<file path="config.mk">
export PLATFORM = sky130hd
export DESIGN_NAME = axi4_burst_mgr_flat
export DESIGN_NICKNAME = d
export VERILOG_FILES = /design/src/rtl/axi4_burst_mgr_if.sv /design/src/rtl/axi4_burst_mgr.sv /design/src/flat_wrapper.sv
export SDC_FILE = /design/constraint.sdc
export NUM_CORES = 1
export LEC_CHECK = 0
export ABC_CLOCK_PERIOD_IN_PS = 2000
export BUFFER_PORTS_ARGS = -buffer_cell sky130_fd_sc_hd__buf_2
export CAP_MARGIN = 20
export CELL_PAD_IN_SITES_DETAIL_PLACEMENT = 1
export CELL_PAD_IN_SITES_GLOBAL_PLACEMENT = 1
export CORE_AREA = 2 2 202 204
export DETAILED_ROUTE_END_ITERATION = 10
export DIE_AREA = 0 0 204 206
export GPL_TIMING_DRIVEN = 0
export PLACE_DENSITY = 0.56
export SETUP_SLACK_MARGIN = 0.3
export SLEW_MARGIN = 30
export SYNTH_ARGS = -nofsm -noshare
export SYNTH_HDL_FRONTEND = slang
export SYNTH_SLANG_ARGS = --single-unit
</file>
<file path="constraint.sdc">
create_clock -name clk_i -period 2 [get_ports clk_i]
set_clock_uncertainty 0.15 [all_clocks]
set_input_delay 0.2 -clock clk_i [delete_from_list [all_inputs] [get_ports clk_i]]
set_output_delay 0.2 -clock clk_i [all_outputs]
set_load 0.01 [all_outputs]
</file>
<file path="src/rtl/axi4_burst_mgr_if.sv">
// axi4_bus_if: AXI4 bus bundle with the manager-side modport used by axi4_burst_mgr.
interface axi4_bus_if #(
    parameter int ADDR_WIDTH = 32,
    parameter int DATA_WIDTH = 64,
    parameter int ID_WIDTH   = 9
);
    logic [ID_WIDTH-1:0]     aw_id;
    logic [ADDR_WIDTH-1:0]   aw_addr;
    logic [7:0]              aw_len;
    logic [2:0]              aw_size;
    logic [1:0]              aw_burst;
    logic                    aw_lock;
    logic [3:0]              aw_cache;
    logic [2:0]              aw_prot;
    logic [3:0]              aw_qos;
    logic [3:0]              aw_region;
    logic [5:0]              aw_atop;
    logic                    aw_user;
    logic                    aw_valid;
    logic                    aw_ready;
    logic [DATA_WIDTH-1:0]   w_data;
    logic [DATA_WIDTH/8-1:0] w_strb;
    logic                    w_last;
    logic                    w_user;
    logic                    w_valid;
    logic                    w_ready;
    logic [1:0]              b_resp;
    logic                    b_valid;
    logic                    b_ready;
    logic [ID_WIDTH-1:0]     ar_id;
    logic [ADDR_WIDTH-1:0]   ar_addr;
    logic [7:0]              ar_len;
    logic [2:0]              ar_size;
    logic [1:0]              ar_burst;
    logic                    ar_lock;
    logic [3:0]              ar_cache;
    logic [2:0]              ar_prot;
    logic [3:0]              ar_qos;
    logic [3:0]              ar_region;
    logic                    ar_user;
    logic                    ar_valid;
    logic                    ar_ready;
    logic [DATA_WIDTH-1:0]   r_data;
    logic [1:0]              r_resp;
    logic                    r_last;
    logic                    r_valid;
    logic                    r_ready;

    modport manager (
        output aw_id, aw_addr, aw_len, aw_size, aw_burst, aw_lock, aw_cache, aw_prot,
               aw_qos, aw_region, aw_atop, aw_user, aw_valid,
        input  aw_ready,
        output w_data, w_strb, w_last, w_user, w_valid,
        input  w_ready,
        input  b_resp, b_valid,
        output b_ready,
        output ar_id, ar_addr, ar_len, ar_size, ar_burst, ar_lock, ar_cache, ar_prot,
               ar_qos, ar_region, ar_user, ar_valid,
        input  ar_ready,
        input  r_data, r_resp, r_last, r_valid,
        output r_ready
    );
endinterface

</file>
<file path="src/rtl/axi4_burst_mgr.sv">
// axi4_burst_mgr: independent AXI4 INCR write/read burst FSMs fed from/to data FIFOs.
// Define AXI4_BURST_MGR_4K_CHECK_EN to reject bursts that cross a 4 KiB boundary.
module axi4_burst_mgr #(
    parameter int AXI_ADDR_WIDTH = 32,
    parameter int AXI_DATA_WIDTH = 64,
    parameter int AXI_ID_WIDTH   = 9,
    parameter int WR_ID          = 0,
    parameter int RD_ID          = 0,
    parameter int MAX_BURST_LEN  = 16
) (
    input  logic                      clk_i,
    input  logic                      rstn_i,
    input  logic                      wr_req_i,
    input  logic [AXI_ADDR_WIDTH-1:0] wr_addr_i,
    input  logic [7:0]                wr_len_i,
    input  logic                      rd_req_i,
    input  logic [AXI_ADDR_WIDTH-1:0] rd_addr_i,
    input  logic [7:0]                rd_len_i,
    input  logic                      wr_fifo_gnt_i,
    input  logic [AXI_DATA_WIDTH-1:0] wr_fifo_data_i,
    output logic                      wr_fifo_req_o,
    input  logic                      rd_fifo_req_i,
    output logic                      rd_fifo_gnt_o,
    output logic [AXI_DATA_WIDTH-1:0] rd_fifo_data_o,
    output logic                      wr_done_o,
    output logic                      rd_done_o,
    output logic [1:0]                wr_err_o,
    output logic [1:0]                rd_err_o,
    output logic                      busy_o,
    axi4_bus_if.manager               axi_mgr_if
);
    localparam int         SIZE    = $clog2(AXI_DATA_WIDTH / 8);
    localparam logic [7:0] MAX_LEN = 8'(MAX_BURST_LEN - 1);

    typedef enum logic [1:0] {WR_IDLE, WR_AW, WR_W, WR_B} wr_state_e;
    typedef enum logic [1:0] {RD_IDLE, RD_AR, RD_R} rd_state_e;

    wr_state_e                 r_wr_state, w_wr_next;
    rd_state_e                 r_rd_state, w_rd_next;
    logic [AXI_ADDR_WIDTH-1:0] r_wr_addr, r_rd_addr;
    logic [7:0]                r_wr_len, r_rd_len, r_wr_cnt;
    logic [8:0]                r_rd_cnt;
    logic [1:0]                r_wr_err, r_rd_err;
    logic                      r_wr_done, r_rd_done;
    logic [7:0]                w_wr_len, w_rd_len;
    logic                      w_wr_x, w_rd_x;
    logic                      w_aw_valid, w_w_valid, w_b_ready, w_ar_valid, w_r_ready;
    logic                      w_w_last, w_w_hs, w_r_hs;

    assign w_wr_len = (wr_len_i > MAX_LEN) ? MAX_LEN : wr_len_i;
    assign w_rd_len = (rd_len_i > MAX_LEN) ? MAX_LEN : rd_len_i;

`ifdef AXI4_BURST_MGR_4K_CHECK_EN
    // burst end offset within the 4 KiB page; past 4096 means it spills into the next page
    assign w_wr_x = (16'(wr_addr_i[11:0]) + ((16'(w_wr_len) + 16'd1) << SIZE)) > 16'd4096;
    assign w_rd_x = (16'(rd_addr_i[11:0]) + ((16'(w_rd_len) + 16'd1) << SIZE)) > 16'd4096;
`else
    assign w_wr_x = 1'b0;
    assign w_rd_x = 1'b0;
`endif

    assign w_w_last = (r_wr_cnt == r_wr_len);
    assign w_w_hs   = w_w_valid & axi_mgr_if.w_ready;
    assign w_r_hs   = axi_mgr_if.r_valid & w_r_ready;

    // handshake-facing outputs are gated by rstn_i so nothing toggles while reset is held
    always_comb begin
        w_wr_next  = r_wr_state;
        w_aw_valid = 1'b0;
        w_w_valid  = 1'b0;
        w_b_ready  = 1'b0;
        case (r_wr_state)
            WR_IDLE: if (wr_req_i && !w_wr_x) w_wr_next = WR_AW;
            WR_AW: begin
                w_aw_valid = rstn_i;
                if (axi_mgr_if.aw_ready) w_wr_next = WR_W;
            end
            WR_W: begin
                w_w_valid = rstn_i & wr_fifo_gnt_i;
                if (wr_fifo_gnt_i && axi_mgr_if.w_ready && w_w_last) w_wr_next = WR_B;
            end
            default: begin
                w_b_ready = rstn_i;
                if (axi_mgr_if.b_valid) w_wr_next = WR_IDLE;
            end
        endcase
    end

    always_comb begin
        w_rd_next  = r_rd_state;
        w_ar_valid = 1'b0;
        w_r_ready  = 1'b0;
        case (r_rd_state)
            RD_IDLE: if (rd_req_i && !w_rd_x) w_rd_next = RD_AR;
            RD_AR: begin
                w_ar_valid = rstn_i;
                if (axi_mgr_if.ar_ready) w_rd_next = RD_R;
            end
            default: begin
                w_r_ready = rstn_i & rd_fifo_req_i;
                if (axi_mgr_if.r_valid && rd_fifo_req_i && axi_mgr_if.r_last) w_rd_next = RD_IDLE;
            end
        endcase
    end

    always_ff @(posedge clk_i) begin
        if (!rstn_i) begin
            r_wr_state <= WR_IDLE;
            r_wr_addr  <= '0;
            r_wr_len   <= '0;
            r_wr_cnt   <= '0;
            r_wr_err   <= '0;
            r_wr_done  <= 1'b0;
        end else begin
            r_wr_state <= w_wr_next;
            r_wr_done  <= 1'b0;
            if (r_wr_state == WR_IDLE && wr_req_i) begin
                r_wr_addr <= wr_addr_i;
                r_wr_len  <= w_wr_len;
                r_wr_cnt  <= '0;
                r_wr_err  <= w_wr_x ? 2'b11 : 2'b00;
                r_wr_done <= w_wr_x;
            end
            if (w_w_hs) r_wr_cnt <= r_wr_cnt + 8'd1;
            if (r_wr_state == WR_B && axi_mgr_if.b_valid) begin
                r_wr_err  <= axi_mgr_if.b_resp;
                r_wr_done <= 1'b1;
            end
        end
    end

    always_ff @(posedge clk_i) begin
        if (!rstn_i) begin
            r_rd_state <= RD_IDLE;
            r_rd_addr  <= '0;
            r_rd_len   <= '0;
            r_rd_cnt   <= '0;
            r_rd_err   <= '0;
            r_rd_done  <= 1'b0;
        end else begin
            r_rd_state <= w_rd_next;
            r_rd_done  <= 1'b0;
            if (r_rd_state == RD_IDLE && rd_req_i) begin
                r_rd_addr <= rd_addr_i;
                r_rd_len  <= w_rd_len;
                r_rd_cnt  <= '0;
                r_rd_err  <= w_rd_x ? 2'b11 : 2'b00;
                r_rd_done <= w_rd_x;
            end
            if (w_r_hs) begin
                r_rd_cnt <= r_rd_cnt + 9'd1;
                // a short or long burst overrides any slave error code
                if (axi_mgr_if.r_last) begin
                    r_rd_err  <= (r_rd_cnt != {1'b0, r_rd_len}) ? 2'b10 :
                                 (r_rd_err != 2'b00) ? r_rd_err : axi_mgr_if.r_resp;
                    r_rd_done <= 1'b1;
                end else if (r_rd_err == 2'b00) begin
                    r_rd_err <= axi_mgr_if.r_resp;
                end
            end
        end
    end

    assign axi_mgr_if.aw_id     = AXI_ID_WIDTH'(WR_ID);
    assign axi_mgr_if.aw_addr   = r_wr_addr;
    assign axi_mgr_if.aw_len    = r_wr_len;
    assign axi_mgr_if.aw_size   = 3'(SIZE);
    assign axi_mgr_if.aw_burst  = 2'b01;
    assign axi_mgr_if.aw_lock   = 1'b0;
    assign axi_mgr_if.aw_cache  = '0;
    assign axi_mgr_if.aw_prot   = '0;
    assign axi_mgr_if.aw_qos    = '0;
    assign axi_mgr_if.aw_region = '0;
    assign axi_mgr_if.aw_atop   = '0;
    assign axi_mgr_if.aw_user   = 1'b0;
    assign axi_mgr_if.aw_valid  = w_aw_valid;
    assign axi_mgr_if.w_data    = wr_fifo_data_i;
    assign axi_mgr_if.w_strb    = '1;
    assign axi_mgr_if.w_last    = w_w_last;
    assign axi_mgr_if.w_user    = 1'b0;
    assign axi_mgr_if.w_valid   = w_w_valid;
    assign axi_mgr_if.b_ready   = w_b_ready;
    assign axi_mgr_if.ar_id     = AXI_ID_WIDTH'(RD_ID);
    assign axi_mgr_if.ar_addr   = r_rd_addr;
    assign axi_mgr_if.ar_len    = r_rd_len;
    assign axi_mgr_if.ar_size   = 3'(SIZE);
    assign axi_mgr_if.ar_burst  = 2'b01;
    assign axi_mgr_if.ar_lock   = 1'b0;
    assign axi_mgr_if.ar_cache  = '0;
    assign axi_mgr_if.ar_prot   = '0;
    assign axi_mgr_if.ar_qos    = '0;
    assign axi_mgr_if.ar_region = '0;
    assign axi_mgr_if.ar_user   = 1'b0;
    assign axi_mgr_if.ar_valid  = w_ar_valid;
    assign axi_mgr_if.r_ready   = w_r_ready;

    assign wr_fifo_req_o  = w_w_hs;
    assign rd_fifo_gnt_o  = w_r_hs;
    assign rd_fifo_data_o = axi_mgr_if.r_data;
    assign wr_done_o      = r_wr_done;
    assign rd_done_o      = r_rd_done;
    assign wr_err_o       = r_wr_err;
    assign rd_err_o       = r_rd_err;
    assign busy_o         = rstn_i & ((r_wr_state != WR_IDLE) | (r_rd_state != RD_IDLE));
endmodule

</file>
<file path="src/flat_wrapper.sv">
// flat-port wrapper written by rule: the top's interface ports become plain ports
module axi4_burst_mgr_flat 
#(
    parameter int AXI_ADDR_WIDTH = 32,
    parameter int AXI_DATA_WIDTH = 64,
    parameter int AXI_ID_WIDTH   = 9,
    parameter int WR_ID          = 0,
    parameter int RD_ID          = 0,
    parameter int MAX_BURST_LEN  = 16
)
  (clk_i, rstn_i, wr_req_i, wr_addr_i, wr_len_i, rd_req_i, rd_addr_i, rd_len_i, wr_fifo_gnt_i, wr_fifo_data_i, wr_fifo_req_o, rd_fifo_req_i, rd_fifo_gnt_o, rd_fifo_data_o, wr_done_o, rd_done_o, wr_err_o, rd_err_o, busy_o, axi_mgr_if_aw_id, axi_mgr_if_aw_addr, axi_mgr_if_aw_len, axi_mgr_if_aw_size, axi_mgr_if_aw_burst, axi_mgr_if_aw_lock, axi_mgr_if_aw_cache, axi_mgr_if_aw_prot, axi_mgr_if_aw_qos, axi_mgr_if_aw_region, axi_mgr_if_aw_atop, axi_mgr_if_aw_user, axi_mgr_if_aw_valid, axi_mgr_if_aw_ready, axi_mgr_if_w_data, axi_mgr_if_w_strb, axi_mgr_if_w_last, axi_mgr_if_w_user, axi_mgr_if_w_valid, axi_mgr_if_w_ready, axi_mgr_if_b_resp, axi_mgr_if_b_valid, axi_mgr_if_b_ready, axi_mgr_if_ar_id, axi_mgr_if_ar_addr, axi_mgr_if_ar_len, axi_mgr_if_ar_size, axi_mgr_if_ar_burst, axi_mgr_if_ar_lock, axi_mgr_if_ar_cache, axi_mgr_if_ar_prot, axi_mgr_if_ar_qos, axi_mgr_if_ar_region, axi_mgr_if_ar_user, axi_mgr_if_ar_valid, axi_mgr_if_ar_ready, axi_mgr_if_r_data, axi_mgr_if_r_resp, axi_mgr_if_r_last, axi_mgr_if_r_valid, axi_mgr_if_r_ready);
  axi4_bus_if #(.ADDR_WIDTH(32), .DATA_WIDTH(64), .ID_WIDTH(9)) axi_mgr_if_i ();
  input  logic clk_i;
  input  logic rstn_i;
  input  logic wr_req_i;
  input  logic [AXI_ADDR_WIDTH-1:0] wr_addr_i;
  input  logic [7:0] wr_len_i;
  input  logic rd_req_i;
  input  logic [AXI_ADDR_WIDTH-1:0] rd_addr_i;
  input  logic [7:0] rd_len_i;
  input  logic wr_fifo_gnt_i;
  input  logic [AXI_DATA_WIDTH-1:0] wr_fifo_data_i;
  output logic wr_fifo_req_o;
  input  logic rd_fifo_req_i;
  output logic rd_fifo_gnt_o;
  output logic [AXI_DATA_WIDTH-1:0] rd_fifo_data_o;
  output logic wr_done_o;
  output logic rd_done_o;
  output logic [1:0] wr_err_o;
  output logic [1:0] rd_err_o;
  output logic busy_o;
  output wire logic [$bits(axi_mgr_if_i.aw_id)-1:0] axi_mgr_if_aw_id;
  output wire logic [$bits(axi_mgr_if_i.aw_addr)-1:0] axi_mgr_if_aw_addr;
  output wire logic [$bits(axi_mgr_if_i.aw_len)-1:0] axi_mgr_if_aw_len;
  output wire logic [$bits(axi_mgr_if_i.aw_size)-1:0] axi_mgr_if_aw_size;
  output wire logic [$bits(axi_mgr_if_i.aw_burst)-1:0] axi_mgr_if_aw_burst;
  output wire logic [$bits(axi_mgr_if_i.aw_lock)-1:0] axi_mgr_if_aw_lock;
  output wire logic [$bits(axi_mgr_if_i.aw_cache)-1:0] axi_mgr_if_aw_cache;
  output wire logic [$bits(axi_mgr_if_i.aw_prot)-1:0] axi_mgr_if_aw_prot;
  output wire logic [$bits(axi_mgr_if_i.aw_qos)-1:0] axi_mgr_if_aw_qos;
  output wire logic [$bits(axi_mgr_if_i.aw_region)-1:0] axi_mgr_if_aw_region;
  output wire logic [$bits(axi_mgr_if_i.aw_atop)-1:0] axi_mgr_if_aw_atop;
  output wire logic [$bits(axi_mgr_if_i.aw_user)-1:0] axi_mgr_if_aw_user;
  output wire logic [$bits(axi_mgr_if_i.aw_valid)-1:0] axi_mgr_if_aw_valid;
  input wire logic [$bits(axi_mgr_if_i.aw_ready)-1:0] axi_mgr_if_aw_ready;
  output wire logic [$bits(axi_mgr_if_i.w_data)-1:0] axi_mgr_if_w_data;
  output wire logic [$bits(axi_mgr_if_i.w_strb)-1:0] axi_mgr_if_w_strb;
  output wire logic [$bits(axi_mgr_if_i.w_last)-1:0] axi_mgr_if_w_last;
  output wire logic [$bits(axi_mgr_if_i.w_user)-1:0] axi_mgr_if_w_user;
  output wire logic [$bits(axi_mgr_if_i.w_valid)-1:0] axi_mgr_if_w_valid;
  input wire logic [$bits(axi_mgr_if_i.w_ready)-1:0] axi_mgr_if_w_ready;
  input wire logic [$bits(axi_mgr_if_i.b_resp)-1:0] axi_mgr_if_b_resp;
  input wire logic [$bits(axi_mgr_if_i.b_valid)-1:0] axi_mgr_if_b_valid;
  output wire logic [$bits(axi_mgr_if_i.b_ready)-1:0] axi_mgr_if_b_ready;
  output wire logic [$bits(axi_mgr_if_i.ar_id)-1:0] axi_mgr_if_ar_id;
  output wire logic [$bits(axi_mgr_if_i.ar_addr)-1:0] axi_mgr_if_ar_addr;
  output wire logic [$bits(axi_mgr_if_i.ar_len)-1:0] axi_mgr_if_ar_len;
  output wire logic [$bits(axi_mgr_if_i.ar_size)-1:0] axi_mgr_if_ar_size;
  output wire logic [$bits(axi_mgr_if_i.ar_burst)-1:0] axi_mgr_if_ar_burst;
  output wire logic [$bits(axi_mgr_if_i.ar_lock)-1:0] axi_mgr_if_ar_lock;
  output wire logic [$bits(axi_mgr_if_i.ar_cache)-1:0] axi_mgr_if_ar_cache;
  output wire logic [$bits(axi_mgr_if_i.ar_prot)-1:0] axi_mgr_if_ar_prot;
  output wire logic [$bits(axi_mgr_if_i.ar_qos)-1:0] axi_mgr_if_ar_qos;
  output wire logic [$bits(axi_mgr_if_i.ar_region)-1:0] axi_mgr_if_ar_region;
  output wire logic [$bits(axi_mgr_if_i.ar_user)-1:0] axi_mgr_if_ar_user;
  output wire logic [$bits(axi_mgr_if_i.ar_valid)-1:0] axi_mgr_if_ar_valid;
  input wire logic [$bits(axi_mgr_if_i.ar_ready)-1:0] axi_mgr_if_ar_ready;
  input wire logic [$bits(axi_mgr_if_i.r_data)-1:0] axi_mgr_if_r_data;
  input wire logic [$bits(axi_mgr_if_i.r_resp)-1:0] axi_mgr_if_r_resp;
  input wire logic [$bits(axi_mgr_if_i.r_last)-1:0] axi_mgr_if_r_last;
  input wire logic [$bits(axi_mgr_if_i.r_valid)-1:0] axi_mgr_if_r_valid;
  output wire logic [$bits(axi_mgr_if_i.r_ready)-1:0] axi_mgr_if_r_ready;
  assign axi_mgr_if_aw_id = axi_mgr_if_i.aw_id;
  assign axi_mgr_if_aw_addr = axi_mgr_if_i.aw_addr;
  assign axi_mgr_if_aw_len = axi_mgr_if_i.aw_len;
  assign axi_mgr_if_aw_size = axi_mgr_if_i.aw_size;
  assign axi_mgr_if_aw_burst = axi_mgr_if_i.aw_burst;
  assign axi_mgr_if_aw_lock = axi_mgr_if_i.aw_lock;
  assign axi_mgr_if_aw_cache = axi_mgr_if_i.aw_cache;
  assign axi_mgr_if_aw_prot = axi_mgr_if_i.aw_prot;
  assign axi_mgr_if_aw_qos = axi_mgr_if_i.aw_qos;
  assign axi_mgr_if_aw_region = axi_mgr_if_i.aw_region;
  assign axi_mgr_if_aw_atop = axi_mgr_if_i.aw_atop;
  assign axi_mgr_if_aw_user = axi_mgr_if_i.aw_user;
  assign axi_mgr_if_aw_valid = axi_mgr_if_i.aw_valid;
  assign axi_mgr_if_i.aw_ready = axi_mgr_if_aw_ready;
  assign axi_mgr_if_w_data = axi_mgr_if_i.w_data;
  assign axi_mgr_if_w_strb = axi_mgr_if_i.w_strb;
  assign axi_mgr_if_w_last = axi_mgr_if_i.w_last;
  assign axi_mgr_if_w_user = axi_mgr_if_i.w_user;
  assign axi_mgr_if_w_valid = axi_mgr_if_i.w_valid;
  assign axi_mgr_if_i.w_ready = axi_mgr_if_w_ready;
  assign axi_mgr_if_i.b_resp = axi_mgr_if_b_resp;
  assign axi_mgr_if_i.b_valid = axi_mgr_if_b_valid;
  assign axi_mgr_if_b_ready = axi_mgr_if_i.b_ready;
  assign axi_mgr_if_ar_id = axi_mgr_if_i.ar_id;
  assign axi_mgr_if_ar_addr = axi_mgr_if_i.ar_addr;
  assign axi_mgr_if_ar_len = axi_mgr_if_i.ar_len;
  assign axi_mgr_if_ar_size = axi_mgr_if_i.ar_size;
  assign axi_mgr_if_ar_burst = axi_mgr_if_i.ar_burst;
  assign axi_mgr_if_ar_lock = axi_mgr_if_i.ar_lock;
  assign axi_mgr_if_ar_cache = axi_mgr_if_i.ar_cache;
  assign axi_mgr_if_ar_prot = axi_mgr_if_i.ar_prot;
  assign axi_mgr_if_ar_qos = axi_mgr_if_i.ar_qos;
  assign axi_mgr_if_ar_region = axi_mgr_if_i.ar_region;
  assign axi_mgr_if_ar_user = axi_mgr_if_i.ar_user;
  assign axi_mgr_if_ar_valid = axi_mgr_if_i.ar_valid;
  assign axi_mgr_if_i.ar_ready = axi_mgr_if_ar_ready;
  assign axi_mgr_if_i.r_data = axi_mgr_if_r_data;
  assign axi_mgr_if_i.r_resp = axi_mgr_if_r_resp;
  assign axi_mgr_if_i.r_last = axi_mgr_if_r_last;
  assign axi_mgr_if_i.r_valid = axi_mgr_if_r_valid;
  assign axi_mgr_if_r_ready = axi_mgr_if_i.r_ready;
  axi4_burst_mgr #(.AXI_ADDR_WIDTH(AXI_ADDR_WIDTH), .AXI_DATA_WIDTH(AXI_DATA_WIDTH), .AXI_ID_WIDTH(AXI_ID_WIDTH), .WR_ID(WR_ID), .RD_ID(RD_ID), .MAX_BURST_LEN(MAX_BURST_LEN)) u_core (.clk_i(clk_i), .rstn_i(rstn_i), .wr_req_i(wr_req_i), .wr_addr_i(wr_addr_i), .wr_len_i(wr_len_i), .rd_req_i(rd_req_i), .rd_addr_i(rd_addr_i), .rd_len_i(rd_len_i), .wr_fifo_gnt_i(wr_fifo_gnt_i), .wr_fifo_data_i(wr_fifo_data_i), .wr_fifo_req_o(wr_fifo_req_o), .rd_fifo_req_i(rd_fifo_req_i), .rd_fifo_gnt_o(rd_fifo_gnt_o), .rd_fifo_data_o(rd_fifo_data_o), .wr_done_o(wr_done_o), .rd_done_o(rd_done_o), .wr_err_o(wr_err_o), .rd_err_o(rd_err_o), .busy_o(busy_o), .axi_mgr_if(axi_mgr_if_i));
endmodule
</file>
==> flow_summary.yaml, run 1 <==
synth:
  ys.flop_type: "dfxtp_1"
  netlist_top_cells_area: "dfxtp_1, buf_4, nand2_1, a21oi_1, clkbuf_1"
  synth.avg_cell_area_sq_um: 8.06
  synth_seq_cells: 107
  syn_area_sq_mm: 0.00579
  synth_seq_area_share_pct: 37.0
  synth.distinct_cells: 44
  synth_edf_count: 0
  synth_top_area_cell: "dfxtp_1"
  synth_top_area_share_pct: 37.0
  synthArstFlopShare_pct: 0
  synthCells: 718
  yosysWarningCount: 0
setup_path:
  crit_start: "u_core.r_wr_state[1]"
  path_cells: "inv_4 -> ha_4 -> nor3_2 -> or4_4 -> nand4b_1 -> nand4_1"
  cp_top_family: "simple AND/OR/NAND/NOR gates"
  slowest_stage: "or4_4"
  crit_buf_inv: 1
  crit_arrival_ns: 1.92
  end_kind: "flip-flop"
  cp_max_fo: 5
  cp-start-kind: "flip-flop"
  cp_slowest_stage_delay_ns: 0.57
  cp.required_ns: 2.10
  path_class: "flip-flop to flip-flop"
  r2r-start: "u_core.r_wr_state[1]"
drt:
  routedWlPerCell_microns: 14.4
  dr_total_vias: 6346
  antenna_left: 0
  drt_iter0_drc: 136
  routed_wl_microns: 25400
  drc_errors: 0
  avgViaCountPerCell: 3.60
  drtPass1Iterations: 4
clock_tree:
  numCtsBuffers: 9
  cts_tree: "done"
  clock_latency_ns: 0.37
  clkSlewWorstSetupHoldPaths_ns: 0.08
  h-tree-depth: 3
  cts-root-buf: "clkbuf_16"
  clk_path_buf_depth: 2
  cts_sinks: 107
place:
  dp_cells: 1643
  gp_congestion: 0.754
  pre_cts_slack_ns: -0.539
  port_buffers: 318
  hpwl_microns: 19600
  dpl_cell_area_sq_mm: 0.00834
final_layout:
  fin_util_pct: 25.1
  layout_common_cells: "buf_2, buf_4, nand2_1, dfxtp_1, dlygate4sd3_1"
  final_common_cell: "buf_2"
  n_antenna_cell: 0
  layout-drive-gt1-share_pct: 53.7
  fin_nets: 1455
  finalNonFillerCells: 1762
  syn2layout_area_growth_pct: 74.4
  stdcell_area_sq_mm: 0.0101
sta:
  tightestPinTransition_ns: 0.840
  drv_slew: 0
  setup_ws_ns: 0.181
  rsz0062_at_grt: "yes"
  setup_violations: 0
  timing.final.hold_violations: 0
  finalCritPeriodShare_pct: 91.0
  fmax_ghz: 0.550
  slew-limit-headroom_pct: 44.0
  fin_crit_ns: 1.82
die:
  die_area_sq_mm: 0.0420
  core-area_sq_mm: 0.0402
  io_pins: 524
  fp-row-count: 74
  die_w_microns: 204
  start_util_pct: 14.4
  die_height_microns: 206
pwr:
  leakage_uw: 0.00503
  power_density_mw_per_mm2: 683
  finalPower_uw: 6890
  ir_drop_mv: 0.395
global_route:
  first_global_vias: 6266
  grt_pass1_wl_microns: 35900
  grt.overflow.total: 0
  track_usage_pct: 11.4
  antenna_found_initial: 1
  grt_max_degree: 19
flow_run:
  drv_cap: 0
outcome:
  status: "finished clean"
worst_hold_path:
  holdCritStartpoint: "axi_mgr_if_r_last"
  min-delay-path-class: "input pin to flip-flop"
[per-stage QoR]
step	TNS (ns)	hold WS, ns
after floorplan	0	0.186
after global routing	0	0.0663
final	0	0.0664
after CTS	0	0.0367
after detailed placement	-15.13	0.297
after global placement	-18.26	0.290
[what timing repair did]
| item | 4_1_cts | 5_1_grt |
|---|---|---|
| endpoints found under the setup margin | 111 | 100 |
| pin swaps | 16 | 33 |
| setup buffers | 17 | 8 |
| gates resized for setup | 72 | 80 |
| hold buffers | 78 | 0 |
| endpoints found under the hold margin | 79 | 0 |
| cloned | 0 | 0 |
[synth_stat cells (8+ instances only)]
cell and instances:
a21oi_1 81, and3_1 15, buf_4 205, clkbuf_1 28, dfxtp_1 107, nand2_1 143, nand3_1 10, nand4_1 10
nor2_1 13, o221a_2 8, xnor2_1 9, xor2_1 8
[state kept, by name (all words and copies together) (netlist names)]
signal	count
u_core.axi_mgr_if.ar_len	8
u_core.wr_done_o	1
u_core.r_rd_cnt	9
u_core.axi_mgr_if.aw_addr	32
u_core.rd_err_o	2
u_core.rd_done_o	1
u_core.wr_err_o	2
u_core.r_wr_state	2
u_core.axi_mgr_if.aw_len	8
u_core.axi_mgr_if.ar_addr	32
u_core.r_wr_cnt	8
u_core.r_rd_state	2
[worst register-to-register path, stage by stage, from the launching register on]
cell and delay (ns):
dfxtp_4 0.39, inv_4 0.06, ha_4 0.26, nor3_2 0.04, or4_4 0.57, nand4b_1 0.12
nand4_1 0.10
[power breakdown]
group / internal (uW) / switching [uW] / total, uW
clock: 1110 / 923 / 2030
combinational: 1150 / 1200 / 2350
sequential: 2350 / 164 / 2510
[path summary, 6_finish.rpt]
path	cells after the start	slack [ns]	end
worst max register to register	6	0.18	u_core.r_wr_state[1]
worst min register to register	2	0.30	u_core.axi_mgr_if.ar_addr[1]
worst max-delay path	6	0.18	u_core.r_wr_state[1]
worst min-delay path	4	0.07	u_core.rd_err_o[0]
[layout make-up]
| type | count | area, sq um |
|---|---|---|
| Fill cell | 4911 | 30100 |
| Inverter | 7 | 32.5 |
| Multi-Input combinational cell | 439 | 2480 |
| Buffer | 240 | 1800 |
| Timing Repair Buffer | 421 | 2620 |
| Clock inverter | 7 | 100 |
| Tap cell | 532 | 666 |
| Clock buffer | 9 | 225 |
| Sequential cell | 107 | 2160 |
[kinds of logic after synthesis]
family          count (synthesis)  share of synthesized area (%)
fa+ha+maj                       6                           1.30
other cells                     2                          0.130
compound gates                119                           12.4
flops                         107                           37.0
buf+inv                       247                           29.5
simple gates                  220                           17.1
xor+xnor                       17                           2.57
[per-layer routing]
layer | wire length [microns] | track usage [%] | vias to the layer above | part of all wire (%)
met1 | 9600 | 12.2 | 2946 | 38
li1 | - | - | 3115 | -
met5 | 16 | 0 | - | 0.063
met3 | 1670 | 2.90 | 17 | 6.6
met4 | 273 | 3.13 | 2 | 1.1
met2 | 13800 | 22.0 | 266 | 55
Power figures use the tool's default switching activity.
==> run 2: changes to the inputs <==
--- a/config.mk
+++ b/config.mk
@@ -8,13 +8,13 @@
 export ABC_CLOCK_PERIOD_IN_PS = 2000
 export BUFFER_PORTS_ARGS = -buffer_cell sky130_fd_sc_hd__buf_2
 export CAP_MARGIN = 20
-export CELL_PAD_IN_SITES_DETAIL_PLACEMENT = 1
-export CELL_PAD_IN_SITES_GLOBAL_PLACEMENT = 1
-export CORE_AREA = 2 2 202 204
+export CELL_PAD_IN_SITES_DETAIL_PLACEMENT = 0
+export CELL_PAD_IN_SITES_GLOBAL_PLACEMENT = 2
+export CORE_AREA = 2 2 257 132
 export DETAILED_ROUTE_END_ITERATION = 10
-export DIE_AREA = 0 0 204 206
+export DIE_AREA = 0 0 259 134
 export GPL_TIMING_DRIVEN = 0
-export PLACE_DENSITY = 0.56
+export PLACE_DENSITY = 0.83
 export SETUP_SLACK_MARGIN = 0.3
 export SLEW_MARGIN = 30
 export SYNTH_ARGS = -nofsm -noshare
==> run 2 against run 1 <==
Compared with the run above:
- combinational power up 6%
- sequential power is essentially flat
- final area rose by 0.21%
- largest power group unchanged
- power shrank 0.67%
- critical path type is now flip-flop to output port
- sequential cell count unchanged
- worst setup slack got worse by 0.0034 ns
- via count decreased by 0.69%
- non-clock buffer count is 3 higher
==> flow_summary.yaml, run 2 (synthesis results as in run 1) <==
flow_run:
  drv_cap: 0
sta:
  finalCritPeriodShare_pct: 91.1
  slew-limit-headroom_pct: 33.2
  setup_ws_ns: 0.178
  setup_violations: 0
  tightestPinTransition_ns: 1.00
  timing.final.hold_violations: 0
  fmax_ghz: 0.549
  tns_ns: 0
  rsz0062_at_grt: "yes"
  drv_slew: 0
  fin_crit_ns: 1.82
clock_tree:
  cts_sinks: 107
  clkSlewWorstSetupHoldPaths_ns: 0.08
  numCtsBuffers: 9
  clk_path_buf_depth: 2
  cts-root-buf: "clkbuf_16"
  h-tree-depth: 3
  cts_tree: "done"
  clock_latency_ns: 0.38
global_route:
  grt.met2_usage_pct: 21.2
  grt.met1_usage_pct: 21.6
  grt_max_degree: 20
  globalRouteMet3Util_pct: 5.71
  first_global_vias: 5777
  antenna_found_initial: 2
  grt_pass1_wl_microns: 38100
  grt.overflow.total: 0
  grt-busiest-layer: "met1"
  track_usage_pct: 15.0
drt:
  drtPass1Iterations: 4
  drt_iter0_drc: 290
  avgViaCountPerCell: 3.76
  routedWlPerCell_microns: 16.5
  antenna_left: 0
  drc_errors: 0
  dr_total_vias: 6302
  routed_wl_microns: 27600
die:
  die_w_microns: 259
  start_util_pct: 17.8
  io_pins: 524
  fp-row-count: 47
  die_height_microns: 134
  die_area_sq_mm: 0.0347
  core-area_sq_mm: 0.0325
final_layout:
  layout-drive-gt1-share_pct: 54.3
  stdcell_area_sq_mm: 0.0101
  finalNonFillerCells: 1675
  layout_common_cells: "buf_2, buf_4, nand2_1, dfxtp_1"
  fillers: 3524
  fin_nets: 1458
  final_common_cell: "buf_2"
  syn2layout_area_growth_pct: 74.7
  fin_util_pct: 31.1
place:
  port_buffers: 318
  pre_cts_slack_ns: -0.738
  dp_cells: 1552
  hpwl_microns: 22400
  gp_congestion: 0.852
  dpl_cell_area_sq_mm: 0.00822
pwr:
  ir_drop_mv: 0.401
  power_density_mw_per_mm2: 677
  leakage_uw: 0.00508
outcome:
  status: "finished clean"
setup_path:
  r2r-start: "u_core.r_wr_state[1]"
  crit_arrival_ns: 1.47
  r2r_end: "u_core.r_wr_state[1]"
  crit_start: "u_core.r_wr_state[1]"
  cp.required_ns: 1.65
  worst-r2r-cell-count: 6
  path_class: "flip-flop to output port"
  cp-start-kind: "flip-flop"
  r2r_slack_ns: 0.19
  crit_end: "wr_fifo_req_o"
  end_kind: "output port"
  cp_max_fo: 3
worst_hold_path:
  min-delay-path-class: "input pin to flip-flop"
## run 2: cell types whose count changed in the layout (fill, tap and decap cells not counted), moves of 4 or more
| cell | before | now |
|---|---|---|
| a21oi_1 | 77 | 73 |
| o221a_4 | 0 | 4 |
| o221a_2 | 8 | 4 |
| a21oi_2 | 4 | 8 |
## run 2: timing repair
| item | 4_1_cts | 5_1_grt |
|---|---|---|
| resized for setup | 77 | 98 |
| hold buffers | 77 | 0 |
| setup buffers | 19 | 10 |
| cloned | 0 | 0 |
| setup endpoints to repair | 110 | 83 |
| hold endpoints to repair | 77 | 0 |
| pin swaps | 19 | 36 |
## run 2: layout make-up
type,instances,area (sq um),share of cell area [%]
well taps,441,552,5.46
clock inverters,6,58.8,0.582
inverters,7,30.0,0.297
clock buffers,10,229,2.26
repair buffers,424,2660,26.3
multi-input cells,439,2560,25.4
plain buffers,240,1840,18.2
diodes,1,2.50,0.0248
flip-flops and latches,107,2170,21.5
## run 2: worst min-delay path by stage
stage / startpoint / to / slack (ns) / cells after the start
2_1_floorplan: rd_addr_i[0] / u_core.axi_mgr_if.ar_addr[0] / 0.19 / 2
3_3_place_gp: u_core.axi_mgr_if.aw_addr[20] / u_core.axi_mgr_if.aw_addr[20] / 0.29 / 2
3_5_place_dp: u_core.axi_mgr_if.aw_addr[1] / u_core.axi_mgr_if.aw_addr[1] / 0.30 / 2
4_1_cts: rstn_i / u_core.rd_done_o / 0.02 / 3
5_1_grt: rstn_i / u_core.rd_done_o / 0.06 / 3
6_report: axi_mgr_if_r_last / u_core.rd_err_o[0] / 0.06 / 4
## run 2: metrics by stage
stage	hold WS, ns	total power (uW)
after floorplan	0.186	3680
after global routing	0.0570	7230
after detailed placement	0.295	4550
after CTS	0.0218	6760
final	0.0580	6840
after global placement	0.289	4530
## run 2: routing by layer
metal | part of all wire [%] | up-vias | wire length (microns)
li1 | - | 3137 | -
met1 | 47 | 2993 | 13000
met2 | 44 | 151 | 12100
met3 | 7.7 | 19 | 2110
met4 | 1.2 | 2 | 324
met5 | 0.025 | - | 7
## run 2: worst max-delay path, stage by stage, from the launching register on
cell and delay (ns):
dfxtp_4 0.39, buf_12 0.11, ha_4 0.13, nand4_1 0.15, inv_2 0.11, buf_6 0.11
buf_8 0.10
## run 2: report_power, final
part / switching, uW / leakage (uW) / total [uW] / internal, uW
Sequential: 177 / 0.000883 / 2530 / 2350
Combinational: 1280 / 0.00405 / 2490 / 1210
Clock: 946 / 0.000142 / 1820 / 876
==> run 3: changes to the inputs <==
--- a/config.mk
+++ b/config.mk
@@ -14,6 +14,7 @@
 export DETAILED_ROUTE_END_ITERATION = 10
 export DIE_AREA = 0 0 259 134
 export GPL_TIMING_DRIVEN = 0
+export HOLD_SLACK_MARGIN = 0.08
 export PLACE_DENSITY = 0.83
 export SETUP_SLACK_MARGIN = 0.3
 export SLEW_MARGIN = 30
==> run 3 against run 2 <==
Compared with the run above:
- non-clock buffer count grew 6
- maximum frequency is 0.15% lower
- worst hold slack improved by 0.046 ns
- critical endpoint unchanged
- largest power group unchanged
==> flow_summary.yaml, run 3 (synthesis results as in run 1) <==
outcome:
  status: "finished clean"
final_layout:
  fin_util_pct: 31.3
  stdcell_area_sq_mm: 0.0102
  fin_nets: 1464
  syn2layout_area_growth_pct: 75.9
  finalNonFillerCells: 1680
  layout-drive-gt1-share_pct: 54.2
  n_antenna_cell: 0
  final_common_cell: "buf_2"
  layout_common_cells: "buf_2, buf_4, nand2_1, dfxtp_1, dlygate4sd3_1"
pwr:
  pwr-share-clk_pct: 26.6
  ir_drop_mv: 0.402
  p_sw_uw: 2410
  seq_power_share_pct: 36.9
  sw_frac_of_total_pct: 35.2
  p_comb_share_pct: 36.5
  power_density_mw_per_mm2: 674
  p_int_uw: 4450
  leakage_uw: 0.00512
worst_hold_path:
  min-delay-path-class: "input pin to flip-flop"
  holdCritStartpoint: "wr_len_i[7]"
  hold_end: "u_core.axi_mgr_if.aw_len[3]"
  hold_depth: 4
drt:
  drc_errors: 0
  avgViaCountPerCell: 3.76
  wl_met3_microns: 2060
  antenna_left: 0
  routedWlPerCell_microns: 16.5
  routed_wl_microns: 27700
  dr.max_layer_used: "met5"
  drt_iter0_drc: 335
  wl_met1_microns: 13200
  wl_met2_microns: 12200
  drtPass1Iterations: 5
  dr_total_vias: 6311
clock_tree:
  h-tree-depth: 3
  cts_tree: "done"
  cts_sinks: 107
  clk_path_buf_depth: 2
  cts-root-buf: "clkbuf_16"
  clkSlewWorstSetupHoldPaths_ns: 0.08
  clock_latency_ns: 0.38
  numCtsBuffers: 9
die:
  fp-row-count: 47
  core-area_sq_mm: 0.0325
  die_area_sq_mm: 0.0347
  die_height_microns: 134
  die_w_microns: 259
  start_util_pct: 17.8
  io_pins: 524
global_route:
  antenna_found_initial: 2
  first_global_vias: 5806
  grt_pass1_wl_microns: 38300
  grt_max_degree: 20
  grt.overflow.total: 0
  track_usage_pct: 15.1
setup_path:
  cp.required_ns: 1.65
  crit_arrival_ns: 1.48
  path_class: "flip-flop to output port"
  r2r_slack_ns: 0.19
  r2r-start: "u_core.r_wr_state[1]"
  worst-r2r-cell-count: 6
  cp-start-kind: "flip-flop"
  cp_slowest_stage_delay_ns: 0.39
  path_cells: "buf_12 -> ha_4 -> nand4_1 -> inv_2 -> buf_6 -> buf_8"
  slowest_stage: "dfxtp_4"
  r2r_end: "u_core.r_wr_state[1]"
  end_kind: "output port"
  cp_max_fo: 3
sta:
  rsz0062_at_grt: "yes"
  tightestPinTransition_ns: 1.02
  fmax_ghz: 0.548
  fin_crit_ns: 1.83
  setup_violations: 0
  whs_ns: 0.104
  finalCritPeriodShare_pct: 91.3
  timing.final.hold_violations: 0
  drv_slew: 0
  slew-limit-headroom_pct: 32.2
place:
  dpl_cell_area_sq_mm: 0.00822
  hpwl_microns: 22400
  dp_cells: 1552
  port_buffers: 318
  gp_congestion: 0.852
flow_run:
  drv_cap: 0
==> run 3: per-layer routing <==
metal	up-vias	global-route usage [%]
met3	19	5.71
met1	2986	21.7
met4	2	2.73
li1	3143	-
met5	-	0
met2	161	21.3
==> run 3: per-stage QoR <==
step	total power (uW)	TNS, ns	setup slack (ns)
detailed placement	4550	-19.04	-0.738
global placement	4530	-18.37	-0.707
global route	7240	0	0.117
floorplan	3680	0	0.277
CTS	6770	0	0.153
finish	6860	0	0.175
==> run 3: final cells by class <==
cell class                      count  area (sq um)
Sequential cell                   107          2170
Clock inverter                      6          58.8
Clock buffer                       10           229
Inverter                            7          30.0
Timing Repair Buffer              430          2720
Tap cell                          441           552
Fill cell                        3520         22300
Buffer                            240          1840
Multi-Input combinational cell    439          2570
==> run 3: repair_timing <==
| item | in CTS | in global routing |
|---|---|---|
| cloned | 0 | 0 |
| hold buffers | 83 | 0 |
| hold endpoints to repair | 80 | 0 |
| pin swaps | 19 | 36 |
| buffers inserted | 19 | 10 |
| resized for setup | 77 | 100 |
| endpoints found under the setup margin | 110 | 84 |
==> run 3: worst max path at each step <==
stage,from,endpoint,slack [ns],cells past startpoint
2_1_floorplan,u_core.r_wr_state[1],u_core.r_wr_state[0],0.28,6
3_3_place_gp,u_core.r_wr_state[1],u_core.axi_mgr_if.aw_addr[30],-0.71,7
3_5_place_dp,u_core.r_wr_state[1],u_core.axi_mgr_if.aw_addr[27],-0.74,7
4_1_cts,u_core.r_wr_state[1],wr_fifo_req_o,0.15,6
5_1_grt,u_core.r_wr_state[1],wr_fifo_req_o,0.12,6
6_report,u_core.r_wr_state[1],wr_fifo_req_o,0.17,6
==> run 3: worst max-delay path, delay by kind of cell (launching register included) <==
family	cells	cell delay [ns]
adders and majority gates	1	0.13
buffers and inverters	4	0.43
DFF	1	0.39
and+or+nand+nor	1	0.15
==> run 3: power groups by stage <==
stage / Combinational (uW) / Clock [uW] / Sequential, uW
6_report: 2510 / 1820 / 2530
5_1_grt: 2700 / 1980 / 2550
4_1_cts: 2360 / 1900 / 2510
3_5_place_dp: 2010 / 0 / 2540
3_3_place_gp: 2000 / 0 / 2530
2_1_floorplan: 1080 / 0 / 2600
